`config.mk`:
```
export PLATFORM = sky130hd
export DESIGN_NAME = mem_arbiter
export DESIGN_NICKNAME = d
export VERILOG_FILES = /design/src/rtl/mem_arbiter_pkg.sv /design/src/rtl/mem_arbiter_pick.sv /design/src/rtl/mem_arbiter.sv
export SDC_FILE = /design/constraint.sdc
export NUM_CORES = 1
export LEC_CHECK = 0
export CAP_MARGIN = 20
export CORE_MARGIN = 3
export CORE_UTILIZATION = 58
export DETAILED_ROUTE_END_ITERATION = 8
export DONT_BUFFER_PORTS = 1
export PLACE_DENSITY = 0.74
export SLEW_MARGIN = 10
export SYNTH_ARGS = -nofsm -noshare
export SYNTH_HDL_FRONTEND = slang
export SYNTH_SLANG_ARGS = --single-unit
```
`constraint.sdc`:
```
create_clock -name clk -period 4.4 [get_ports clk]
set_input_delay 0.22 -clock clk [delete_from_list [all_inputs] [get_ports clk]]
set_output_delay 0.22 -clock clk [all_outputs]
set_load 0.005 [all_outputs]
```
`src/rtl/mem_arbiter_pkg.sv`:
```
// Shared encodings for the main-memory arbiter: FSM states, owner codes and
// the address/data widths that main_memory is also built with.
package mem_arbiter_pkg;

  localparam int ADDR_W_DEF = 16;
  localparam int DATA_W_DEF = 16;

  localparam logic [1:0] ST_IDLE  = 2'd0;
  localparam logic [1:0] ST_ISSUE = 2'd1;
  localparam logic [1:0] ST_WAIT  = 2'd2;
  localparam logic [1:0] ST_RESP  = 2'd3;

  localparam logic OWN_FETCH = 1'b0;
  localparam logic OWN_DATA  = 1'b1;

  typedef struct packed {
    logic owner;
    logic write;
  } txn_t;

endpackage

```
`src/rtl/mem_arbiter_pick.sv`:
```
// Combinational two-way winner select between the fetch and data ports.
// Ties go to the data port when DATA_PRIO is set, otherwise away from rr_last.
module rr_pick2
  import mem_arbiter_pkg::*;
#(
  parameter int DATA_PRIO = 0
) (
  input  logic f_req,
  input  logic d_req,
  input  logic rr_last,
  output logic win_vld,
  output logic win_owner
);

  always_comb begin
    win_vld   = f_req | d_req;
    win_owner = OWN_FETCH;
    if (f_req && d_req) begin
      win_owner = (DATA_PRIO != 0) ? OWN_DATA : ~rr_last;
    end else if (d_req) begin
      win_owner = OWN_DATA;
    end
  end

endmodule

```
`src/rtl/mem_arbiter.sv`:
```
// Shares a single-port synchronous memory between the fetch and load/store ports.
// One transaction at a time: IDLE -> ISSUE -> (WAIT x READ_LATENCY) -> RESP.
module mem_arbiter
  import mem_arbiter_pkg::*;
#(
  parameter int ADDR_W       = ADDR_W_DEF,
  parameter int DATA_W       = DATA_W_DEF,
  parameter int READ_LATENCY = 1,
  parameter int DATA_PRIO    = 0
) (
  input  logic              clk,
  input  logic              reset,
  input  logic              f_req,
  input  logic [ADDR_W-1:0] f_addr,
  output logic              f_gnt,
  output logic              f_rvalid,
  input  logic              d_req,
  input  logic              d_we,
  input  logic [ADDR_W-1:0] d_addr,
  input  logic [DATA_W-1:0] d_wdata,
  output logic              d_gnt,
  output logic              d_rvalid,
  output logic [DATA_W-1:0] rsp_data,
  output logic [ADDR_W-1:0] mem_addr,
  output logic [DATA_W-1:0] mem_wdata,
  output logic              mem_we,
  output logic              mem_re,
  input  logic [DATA_W-1:0] mem_rdata
);

  localparam logic [2:0] LAT = 3'(READ_LATENCY);

  logic [1:0] state;
  txn_t       txn;
  logic       rr_last;
  logic [2:0] wait_cnt;
  logic       win_vld;
  logic       win_owner;

  rr_pick2 #(
    .DATA_PRIO(DATA_PRIO)
  ) u_pick (
    .f_req    (f_req),
    .d_req    (d_req),
    .rr_last  (rr_last),
    .win_vld  (win_vld),
    .win_owner(win_owner)
  );

  always_ff @(posedge clk or posedge reset) begin
    if (reset) begin
      state     <= ST_IDLE;
      txn       <= '0;
      rr_last   <= OWN_DATA;
      wait_cnt  <= '0;
      f_gnt     <= 1'b0;
      d_gnt     <= 1'b0;
      f_rvalid  <= 1'b0;
      d_rvalid  <= 1'b0;
      mem_we    <= 1'b0;
      mem_re    <= 1'b0;
      mem_addr  <= '0;
      mem_wdata <= '0;
      rsp_data  <= '0;
    end else begin
      // Grants and responses are single-cycle pulses.
      f_gnt    <= 1'b0;
      d_gnt    <= 1'b0;
      f_rvalid <= 1'b0;
      d_rvalid <= 1'b0;
      case (state)
        ST_IDLE: begin
          if (win_vld) begin
            txn.owner <= win_owner;
            txn.write <= win_owner & d_we;
            rr_last   <= win_owner;
            mem_addr  <= (win_owner == OWN_DATA) ? d_addr : f_addr;
            if (win_owner == OWN_DATA && d_we) begin
              mem_wdata <= d_wdata;
              mem_we    <= 1'b1;
            end else begin
              mem_re <= 1'b1;
            end
            f_gnt <= (win_owner == OWN_FETCH);
            d_gnt <= (win_owner == OWN_DATA);
            state <= ST_ISSUE;
          end
        end
        ST_ISSUE: begin
          mem_we <= 1'b0;
          mem_re <= 1'b0;
          if (txn.write) begin
            // A write is acknowledged without touching rsp_data.
            f_rvalid <= (txn.owner == OWN_FETCH);
            d_rvalid <= (txn.owner == OWN_DATA);
            state    <= ST_RESP;
          end else begin
            wait_cnt <= LAT;
            state    <= ST_WAIT;
          end
        end
        ST_WAIT: begin
          wait_cnt <= wait_cnt - 3'd1;
          if (wait_cnt == 3'd1) begin
            rsp_data <= mem_rdata;
            f_rvalid <= (txn.owner == OWN_FETCH);
            d_rvalid <= (txn.owner == OWN_DATA);
            state    <= ST_RESP;
          end
        end
        ST_RESP: begin
          state <= ST_IDLE;
        end
        default: begin
          state <= ST_IDLE;
        end
      endcase
    end
  end

endmodule

```
Word-level counts from Yosys, hierarchy flattened

Index checks and enable logic that the tools add are counted.

Input port bits: 69
Register bits after elaboration: 62
Output and inout bits: 54
Word-level logic and storage cells: 66

Equal/unequal tests: 9
$add $sub $neg: 1
Multiplexer cells: 25
Bitwise gates (word level): 5
Reduce and logical (&&, ||, !) cells: 12

Operators by type and width:

| cell                                              | number |
|---|---|
| 2-to-1 mux 16 bit                                 | 1 |
| 2-to-1 mux 1 bit                                  | 15 |
| AND reduction 3 bit                               | 3 |
| != test 2 bit (second input constant)             | 4 |
| case mux 1 bit (2 select lines)                   | 4 |
| case mux 2 bit (4 select lines)                   | 1 |
| AND reduction 2 bit                               | 4 |
| case mux 3 bit (2 select lines)                   | 1 |
| == test 2 bit (second input constant)             | 2 |
| 2-to-1 mux 2 bit                                  | 2 |
| nonzero test 2 bit                                | 2 |
| == test 3 x 1 -> 1 bit (second input constant)    | 1 |
| 2-to-1 mux 3 bit                                  | 1 |
| inverter 1 bit                                    | 3 |
| subtractor 3 x 1 -> 3 bit (second input constant) | 1 |
| == test 2 x 1 -> 1 bit (second input constant)    | 1 |
| logical AND 1 bit                                 | 2 |
| logical NOT 2 bit                                 | 1 |
| != test 2 x 1 -> 1 bit (second input constant)    | 1 |
| AND 1 bit                                         | 1 |
| bitwise OR 1 bit                                  | 1 |

Logic depth before layout (Yosys ltp)

Gate-level depths: netlist of the first run.

Depth in word-level cells: 6
Depth in mapped cells: 7
Gate-level depth less buffers: 5

Modules after synthesis

From an unflattened synthesis of the first run, not the netlist that was laid out.

Cells, all modules: 203
Area total of the unflattened synthesis: 2642.5 um^2

Modules (own cells, without submodules):

| module      | area each (um^2) | sequential area each (um^2) | cells an instance | times used |
|---|---|---|---|---|
| mem_arbiter | 2628.8           | 1552.7                      | 201               | 1 |
| rr_pick2    | 13.8             | 0.0                         | 2                 | 1 |

Worst setup path before layout of the first run

Ideal clock, no wire load.

Path type: register -> register
From: reg state[0]
To: reg mem_wdata[10]
Required time: 4.275 ns
Path buffers: 3
Clock period less this slack: 1.641 ns
Setup time: 0.125 ns
Stages on the path, launching flop included: 8
Path slack: 2.759 ns
Data arrival time: 1.516 ns
Path through: dfrtp_1 > inv_1 > ha_1 > buf_2 > and3_1 > buf_4 > buf_6 > mux2_4

Word-level cells in the longest chain between the ends: 2

Ends and longest elaborated chain:

| what                                 | line              | source |
|---|---|---|
| start: declaration                   | mem_arbiter.sv:33 | `logic [1:0] state;` |
| start signal: assignment             | mem_arbiter.sv:52 | `state <= ST_IDLE;` |
| start signal: assignment             | mem_arbiter.sv:86 | `state <= ST_ISSUE;` |
| start signal: assignment             | mem_arbiter.sv:96 | `state <= ST_RESP;` |
| logical NOT 2 bit                    | mem_arbiter.sv:71 | `case (state)` |
| AND reduction 3 bit (no source line) | --                |  |
| end signal: assignment               | mem_arbiter.sv:79 | `mem_wdata <= d_wdata;` |
| end: declaration                     | mem_arbiter.sv:25 | `output logic [DATA_W-1:0] mem_wdata,` |

Every way passes these cells.
A chain may end at the register's enable or synchronous reset.

Worst setup path in the final report of the first run

From: reg state[0]
To: reg mem_wdata[3]

The elaborated chain is that of the path after synthesis.

==> impl_metrics.csv, run 1 <==
group,metric,value,unit
sta,fin_crit_sh,50.7,%
cells_and_area,fillers,311,
floorplan,width_of_the_die,73.4,µm
floorplan,floorplan.core_area,4170,µm²
sta,achievable-frequency,448,MHz
grt,number_of_global_route_vias_before_repair,1750,
synth,syn_avg_cell_area,13.2,µm²
place,place.gp.congestion,0.776,
routing,vias,1585,
power,power.ir.vdd_worst,0.355,mV
synth,synth-edff-count,0,
sta,timing.max_slew.rel_slack,39.4,%
routing,wl,5.22,mm
synth,async_flop_share,100,%
sta,fin_worst_skew,0.00408,ns
clock_network,cts.htree.levels,3,
cells_and_area,design.final.nets,278,
clock_network,ctsRootBufferMaster,"sky130_fd_sc_hd__clkbuf_8",
critical_path,maximum_fanout_along_the_worst_path,19,
sta,timing_worst_slew_pin_value,0.909,ns
synth,postSynthRegisterBits,62,
synth,synth.top_cells.by_count,"sky130_fd_sc_hd__dfrtp_1, sky130_fd_sc_hd__mux2_2, sky130_fd_sc_hd__nand2_1, sky130_fd_sc_hd__o21ai_0, sky130_fd_sc_hd__mux2i_1",
grt,grt_start_max_net_pins,63,
cells_and_area,layout-drive-gt1-share,26.1,%
clock_network,number_of_cts_inserted_buffers,9,
sta,post-route-min-period,2.23,ns
floorplan,io_pins,123,
synth,synthMostInstantiatedCell,"sky130_fd_sc_hd__dfrtp_1",
synth,synth.largest_area_cell,"sky130_fd_sc_hd__dfrtp_1",
routing,drt_first_iter_violations,80,
critical_path,critical_path.slowest_cell,"sky130_fd_sc_hd__and3_1",
critical_path,max_stage_delay,0.83,ns
floorplan,floorplan.initialDensity,63.1,%
sta,fin_worst_hold_slack,-0.00512,ns
critical_path,worst-endpoint-arrival,2.43,ns
grt,grt-ovfl-total,0,
synth,synth_sequential_area_ratio,59.0,%
sta,fin_tns_setup,0,ns
floorplan,fp.dieArea,5380,µm²
clock_network,numClockSinks,62,
clock_network,cts_buffer_depth,2,
power,powerDensity,735,nW/µm²
cells_and_area,area.growth.synth_to_final,7.85,%
status,run_status,"complete, but fails checks",
grt,gr-usage-met2,34.6,%
synth,synth_cells,199,
floorplan,fp-row-count,23,
critical_path,critical_path_class,"flop to flop",
sta,setup_viol_count_final,0,
floorplan,dieHeight,73.4,µm
routing,drt_drc_violations_left,0,
synth,post-synth-top-area-fraction,58.0,%
run,max_cap_violations,0,
clock_network,clock_edge_transition_at_the_registers_on_the_reported_setup_and_hold_paths,0.06,ns
critical_path,critical_path_required,4.60,ns
grt,globalRouteTotalUtil,19.9,%
clock_network,clock_latency_late_sink,0.32,ns
clock_network,tritoncts,"built",
grt,grt_antenna_before_repair,0,
synth,synth_area_leaders,"sky130_fd_sc_hd__dfrtp_1, sky130_fd_sc_hd__mux2_2, sky130_fd_sc_hd__mux2i_1, sky130_fd_sc_hd__mux2_4, sky130_fd_sc_hd__o21ai_0",
place,detailed_place_hpwl,3.87,mm
grt,grt_use_met1,21.9,%
sta,final_max_slew_viol_count,0,
routing,route.detailed.vias_per_inst,6.17,
routing,number_of_optimization_iterations_in_the_first_detailed_route_pass,4,
grt,global_route_wire_length_before_repair,8.05,mm
critical_path,cp_cell_sequence,"inv_1 > ha_1 > and3_1 > mux2_2",
routing,route.detailed.wl_per_inst,20.3,µm
synth,prevailing_post_synth_register_cell,"sky130_fd_sc_hd__dfrtp_1",
critical_path,worst_path_dominant_cell_family,"simple AND/OR/NAND/NOR gates",
critical_path,cp_num_buf_inv,1,
place,io_buffers,0,
synth,synth.lib_cells_used.distinct,34,
synth,syn-cell-area,2630,µm²
grt,grt_most_used_layer,"met2",
hold_path,hold_class,"primary input to async pin",
critical_path,worst_r2r_startpoint,"state[0]$_DFFE_PP0P_",
synth,synthesis.yosys.warnings,0,
clock_network,cts_resized,0,
critical_path,timing.rr.end,"mem_wdata[3]$_DFFE_PP0P_",
power,power.static_leakage,0.00133,µW
sta,rsz_0062_raised_after_global_routing,"false",
critical_path,worst-r2r-cell-count,4,
status,violations_in_the_final_reports,"hold timing",
cells_and_area,num_antenna_cells,0,
critical_path,worst_setup_path_start_kind,"flop",
critical_path,critPathCaptureType,"flop",
sta,finalHoldViolations,5,
routing,route.antenna.remaining_nets,0,
critical_path,timing.reg2reg.setup_slack,2.17,ns
grt,groute.layer.met3.usage,7.39,%
synth,synth.net_count,273,
-- registers in the layout, summed over array words and instances (netlist names), 2 cells and up --
| signal | count |
|---|---|
| mem_addr | 16 |
| mem_wdata | 16 |
| rsp_data | 16 |
| wait_cnt | 3 |
| state | 2 |
| txn | 2 |
-- metrics by stage --
stage	area, µm²	total power, µW	worst slack (ns)	util [%]	instances
3_5_place_dp	2660	1690	2.14	63.7	241
5_1_grt	2840	2240	2.04	68.0	257
4_1_cts	2820	2100	2.16	67.6	256
3_3_place_gp	2660	1630	2.31	63.7	241
2_1_floorplan	2630	1530	2.64	-	199
6_report	2840	2080	2.17	68.0	257
-- where the power goes --
| part | total, µW | leakage, µW | switching [µW] | internal (µW) |
|---|---|---|---|---|
| logic | 618 | 0.000496 | 286 | 332 |
| registers | 1070 | 0.000755 | 216 | 852 |
| clock network | 399 | 0.0000821 | 187 | 212 |
-- metal layers --
metal | up-vias | share of wire [%]
met5 | - | 0
met4 | 0 | 1.6
met3 | 9 | 9.2
met2 | 84 | 53
met1 | 785 | 36
li1 | 707 | -
-- cell families (layout without fill, tap and decap cells) --
family / Yosys count / in the layout / share of synthesized area (%)
compound gates: 36 / 36 / 8.70
fa+ha+maj: 5 / 5 / 2.38
buf+inv: 17 / 25 / 3.09
flops: 62 / 62 / 59.0
mux: 50 / 50 / 21.6
simple gates: 29 / 29 / 5.23
-- final cells by class --
cell class	count	area, µm²	share of cell area, %
flip-flops and latches	62	1550	54.7
multi-input cells	120	1000	35.3
clock buffers	12	145	5.11
well taps	50	62.6	2.20
repair buffers	4	40.0	1.41
inverters	7	26.3	0.926
clock inverters	2	10.0	0.353
-- worst reg2reg max path, delay by kind of cell (launching register included) --
kind                     cells  cell delay, ns
buffers and inverters        1            0.12
AND/OR/NAND/NOR              1            0.83
adder cells (fa/ha/maj)      1            0.36
flip-flops                   1            0.38
multiplexers                 1            0.42
-- how the worst max path moves through the flow --
stage                          from                       end  slack (ns)  cells after the start
5_1_grt        state[0]$_DFFE_PP0P_  mem_wdata[3]$_DFFE_PP0P_        2.04                      4
3_5_place_dp   state[0]$_DFFE_PP0P_  mem_wdata[3]$_DFFE_PP0P_        2.14                      4
2_1_floorplan                 reset           d_gnt$_DFF_PP0_        2.64                      1
6_report       state[0]$_DFFE_PP0P_  mem_wdata[3]$_DFFE_PP0P_        2.17                      4
3_3_place_gp   state[0]$_DFFE_PP0P_  mem_wdata[0]$_DFFE_PP0P_        2.31                      4
4_1_cts        state[0]$_DFFE_PP0P_  mem_wdata[4]$_DFFE_PP0P_        2.16                      4
-- cell usage in the layout (no fill, tap or decap), types with 2 or more instances in the layout --
| cell | n |
|---|---|
| sky130_fd_sc_hd__a21oi_1 | 3 |
| sky130_fd_sc_hd__mux2_2 | 26 |
| sky130_fd_sc_hd__o21ai_0 | 18 |
| sky130_fd_sc_hd__mux2i_1 | 17 |
| sky130_fd_sc_hd__buf_4 | 2 |
| sky130_fd_sc_hd__a211o_1 | 2 |
| sky130_fd_sc_hd__clkinv_2 | 2 |
| sky130_fd_sc_hd__ha_1 | 5 |
| sky130_fd_sc_hd__dfrtp_1 | 61 |
| sky130_fd_sc_hd__mux2_4 | 7 |
| sky130_fd_sc_hd__inv_1 | 6 |
| sky130_fd_sc_hd__clkbuf_8 | 10 |
| sky130_fd_sc_hd__clkbuf_1 | 2 |
| sky130_fd_sc_hd__a21o_1 | 2 |
| sky130_fd_sc_hd__nor2_1 | 3 |
| sky130_fd_sc_hd__nand2_1 | 18 |
| sky130_fd_sc_hd__and3_1 | 3 |
-- repair_timing --
item	CTS	global route
endpoints found under the hold margin	1	0
hold buffers	1	0
buffers inserted	0	0
Power figures use the tool's default switching activity.
==> run 2, diff against run 1 <==
--- a/config.mk
+++ b/config.mk
@@ -5,6 +5,7 @@
 export SDC_FILE = /design/constraint.sdc
 export NUM_CORES = 1
 export LEC_CHECK = 0
+export ABC_AREA = 1
 export CAP_MARGIN = 20
 export CORE_MARGIN = 3
 export CORE_UTILIZATION = 58
==> constraint.sdc (replaced) <==
create_clock -name clk -period 2.27 [get_ports clk]
set_input_delay 0.1135 -clock clk [delete_from_list [all_inputs] [get_ports clk]]
set_output_delay 0.1135 -clock clk [all_outputs]
set_load 0.005 [all_outputs]
==> run 2 against run 1 <==
Effect of this change: the flow now finishes without violations; flip-flop and latch count stayed put; first-iteration DRC count is 50% higher; critical path depth is 4 higher; routed wire length is 28% higher; global-route usage is 4.1 points higher; synthesized cell count is 70% higher; fmax is 5.5% higher; via count is 47% higher; clock power grew to 2.5 times the previous value; synthesized area is 5.5% higher; critical path type unchanged.
==> impl_metrics.csv, run 2 <==
group,metric,value,unit
cells_and_area,num_antenna_cells,0,
run,max_cap_violations,0,
routing,wl,6.65,mm
sta,setup_viol_count_final,0,
sta,timing_worst_slew_pin_value,0.475,ns
clock_network,clock_edge_transition_at_the_registers_on_the_reported_setup_and_hold_paths,0.07,ns
synth,synth.net_count,412,
grt,number_of_global_route_vias_before_repair,2259,
routing,vias,2335,
synth,synth.top_cells.by_count,"sky130_fd_sc_hd__nand2_1, sky130_fd_sc_hd__inv_1, sky130_fd_sc_hd__dfrtp_1",
critical_path,worst-endpoint-arrival,2.37,ns
sta,post-route-min-period,2.11,ns
synth,syn-cell-area,2780,µm²
floorplan,io_pins,123,
clock_network,cts_buffer_depth,2,
cells_and_area,area.growth.synth_to_final,31.6,%
floorplan,width_of_the_die,75.2,µm
clock_network,clock_latency_late_sink,0.33,ns
synth,post-synth-top-area-fraction,55.0,%
floorplan,fp-row-count,24,
critical_path,critical_path_class,"flop to flop",
routing,drt_drc_violations_left,0,
synth,synth_area_leaders,"sky130_fd_sc_hd__dfrtp_1, sky130_fd_sc_hd__nand2_1, sky130_fd_sc_hd__inv_1, sky130_fd_sc_hd__o21ai_0, sky130_fd_sc_hd__nor2_1",
clock_network,tritoncts,"built",
critical_path,cp_cell_sequence,"inv_1 > ha_1 > inv_1 > nor2_4 > buf_12 > nand2_1 > o21ai_0 > dlygate4sd3_1",
critical_path,critical_path.slowest_cell,"sky130_fd_sc_hd__dlygate4sd3_1",
routing,drt_first_iter_violations,120,
cells_and_area,layout-drive-gt1-share,8.82,%
grt,groute.layer.met3.usage,8.01,%
sta,timing.max_slew.rel_slack,68.4,%
sta,fin_tns_setup,0,ns
hold_path,hold_class,"primary input to flop",
sta,min_setup_slack_post_route,0.156,ns
grt,grt_antenna_before_repair,0,
cells_and_area,layout.cells.most_common_list,"sky130_fd_sc_hd__nand2_1, sky130_fd_sc_hd__inv_1, sky130_fd_sc_hd__dfrtp_1",
sta,fin_crit_sh,93.1,%
floorplan,floorplan.core_area,4470,µm²
sta,finalHoldViolations,0,
synth,synthMostInstantiatedCell,"sky130_fd_sc_hd__nand2_1",
grt,globalRouteTotalUtil,24.0,%
place,post-place-cells,384,
synth,syn_avg_cell_area,8.21,µm²
power,power.ir.vdd_worst,0.880,mV
power,fin_total_pwr,4600,µW
place,io_buffers,0,
critical_path,critical_path_required,2.53,ns
sta,final_max_slew_viol_count,0,
routing,route.detailed.wl_per_inst,14.5,µm
cells_and_area,multi_input_area,933,µm²
cells_and_area,design.final.nets,478,
sta,rsz_0062_raised_after_global_routing,"false",
synth,synth.largest_area_cell,"sky130_fd_sc_hd__dfrtp_1",
critical_path,maximum_fanout_along_the_worst_path,15,
floorplan,fp.dieArea,5650,µm²
synth,postSynthRegisterBits,62,
critical_path,worst_setup_path_start_kind,"flop",
cells_and_area,layout.cells.most_common,"sky130_fd_sc_hd__nand2_1",
floorplan,floorplan.initialDensity,62.0,%
grt,gr-usage-met2,41.5,%
synth,synth_cells,338,
critical_path,max_stage_delay,0.59,ns
clock_network,ctsRootBufferMaster,"sky130_fd_sc_hd__clkbuf_8",
synth,synth-edff-count,0,
clock_network,numClockSinks,62,
place,pre_cts_ws,0.634,ns
clock_network,number_of_cts_inserted_buffers,9,
synth,prevailing_post_synth_register_cell,"sky130_fd_sc_hd__dfrtp_1",
sta,achievable-frequency,473,MHz
place,detailed_place_hpwl,3.79,mm
grt,grt_start_max_net_pins,39,
sta,fin_worst_skew,0.0115,ns
cells_and_area,fillers,263,
critical_path,critPathCaptureType,"flop",
place,place.gp.congestion,0.862,
grt,global_route_wire_length_before_repair,10.1,mm
cells_and_area,finalNonFillerCells,460,
cells_and_area,finish.utilization,81.7,%
cells_and_area,combined_flip_flop_and_latch_cell_area,1550,µm²
grt,grt-ovfl-total,0,
grt,grt_use_met1,26.9,%
status,run_status,"complete, no violations",
critical_path,timing.critical_path.mode_cell,"sky130_fd_sc_hd__inv_1",
power,powerDensity,1260,nW/µm²
cells_and_area,top_regs,"mem_addr: 16 flops, mem_wdata: 16 flops, rsp_data: 16 flops",
synth,synth.lib_cells_used.distinct,17,
clock_network,cts.htree.levels,3,
floorplan,dieHeight,75.2,µm
synth,synth_sequential_area_ratio,56.0,%
grt,grt_most_used_layer,"met2",
routing,number_of_optimization_iterations_in_the_first_detailed_route_pass,5,
synth,synthesis.yosys.warnings,0,
power,power.static_leakage,0.00198,µW
synth,async_flop_share,100,%
routing,route.detailed.vias_per_inst,5.08,
routing,route.antenna.remaining_nets,0,
-- run 2: worst paths after layout --
kind	startpoint	endpoint	slack (ns)	cells past startpoint
worst min-delay path	f_addr[11]	mem_addr[11]$_DFFE_PP0P_	0.009	4
worst min register to register	txn[1]$_DFFE_PP0P_	f_rvalid$_DFF_PP0_	0.42	1
min in group asynchronous	reset	mem_wdata[3]$_DFFE_PP0P_	0.08	2
max in group asynchronous	reset	rr_last$_DFFE_PP1P_	1.52	3
worst max-delay path	state[0]$_DFFE_PP0P_	mem_addr[15]$_DFFE_PP0P_	0.16	8
worst max register to register	state[0]$_DFFE_PP0P_	mem_addr[15]$_DFFE_PP0P_	0.16	8
-- run 2: routing by layer --
metal / share of wire [%] / wire, µm
met5: 0 / 0
met4: 2.1 / 141
met1: 38 / 2530
met2: 52 / 3470
met3: 7.6 / 507
-- run 2: metrics by stage --
step,area (µm²),hold slack [ns]
2_1_floorplan,2780,0.256
3_3_place_gp,2830,-0.149
3_5_place_dp,2830,-0.149
4_1_cts,3620,0.00725
5_1_grt,3650,0.0137
6_report,3650,0.00868
-- run 2: layout make-up --
class / count / area share [%]
inverter: 63 / 6.47
clock buffer: 10 / 3.49
multi-input combinational: 201 / 25.5
clock inverter: 5 / 2.05
sequential: 62 / 42.5
tap: 52 / 1.78
timing repair buffer: 67 / 18.2
-- run 2: logic make-up after synthesis --
group / after synthesis / share of synthesized area, %
AND/OR/NAND/NOR: 142 / 20.0
buffers and inverters: 75 / 10.6
AO/OA/AOI/OAI: 53 / 10.9
adder cells (fa/ha/maj): 5 / 2.25
XOR/XNOR: 1 / 0.316
flip-flops: 62 / 56.0
-- run 2: critical path, delay by kind of cell (launching register included) --
| family | cells | cell delay [ns] |
|---|---|---|
| AO/OA/AOI/OAI | 1 | 0.17 |
| adder cells (fa/ha/maj) | 1 | 0.29 |
| buffers and inverters | 4 | 0.98 |
| flip-flops | 1 | 0.42 |
| AND/OR/NAND/NOR | 2 | 0.17 |
-- run 2: power by group --
part           leakage, µW  switching, µW  total (µW)  internal [µW]
clock network     0.000106            401        1010            607
registers         0.000768            420        2060           1640
logic              0.00110            842        1530            689
-- run 2: repair_timing --
action                                 CTS  global route
hold buffers                            59             0
gates resized for setup                  0             1
endpoints found under the hold margin  110             0
setup endpoints to repair                0             9
setup buffers                            0             2
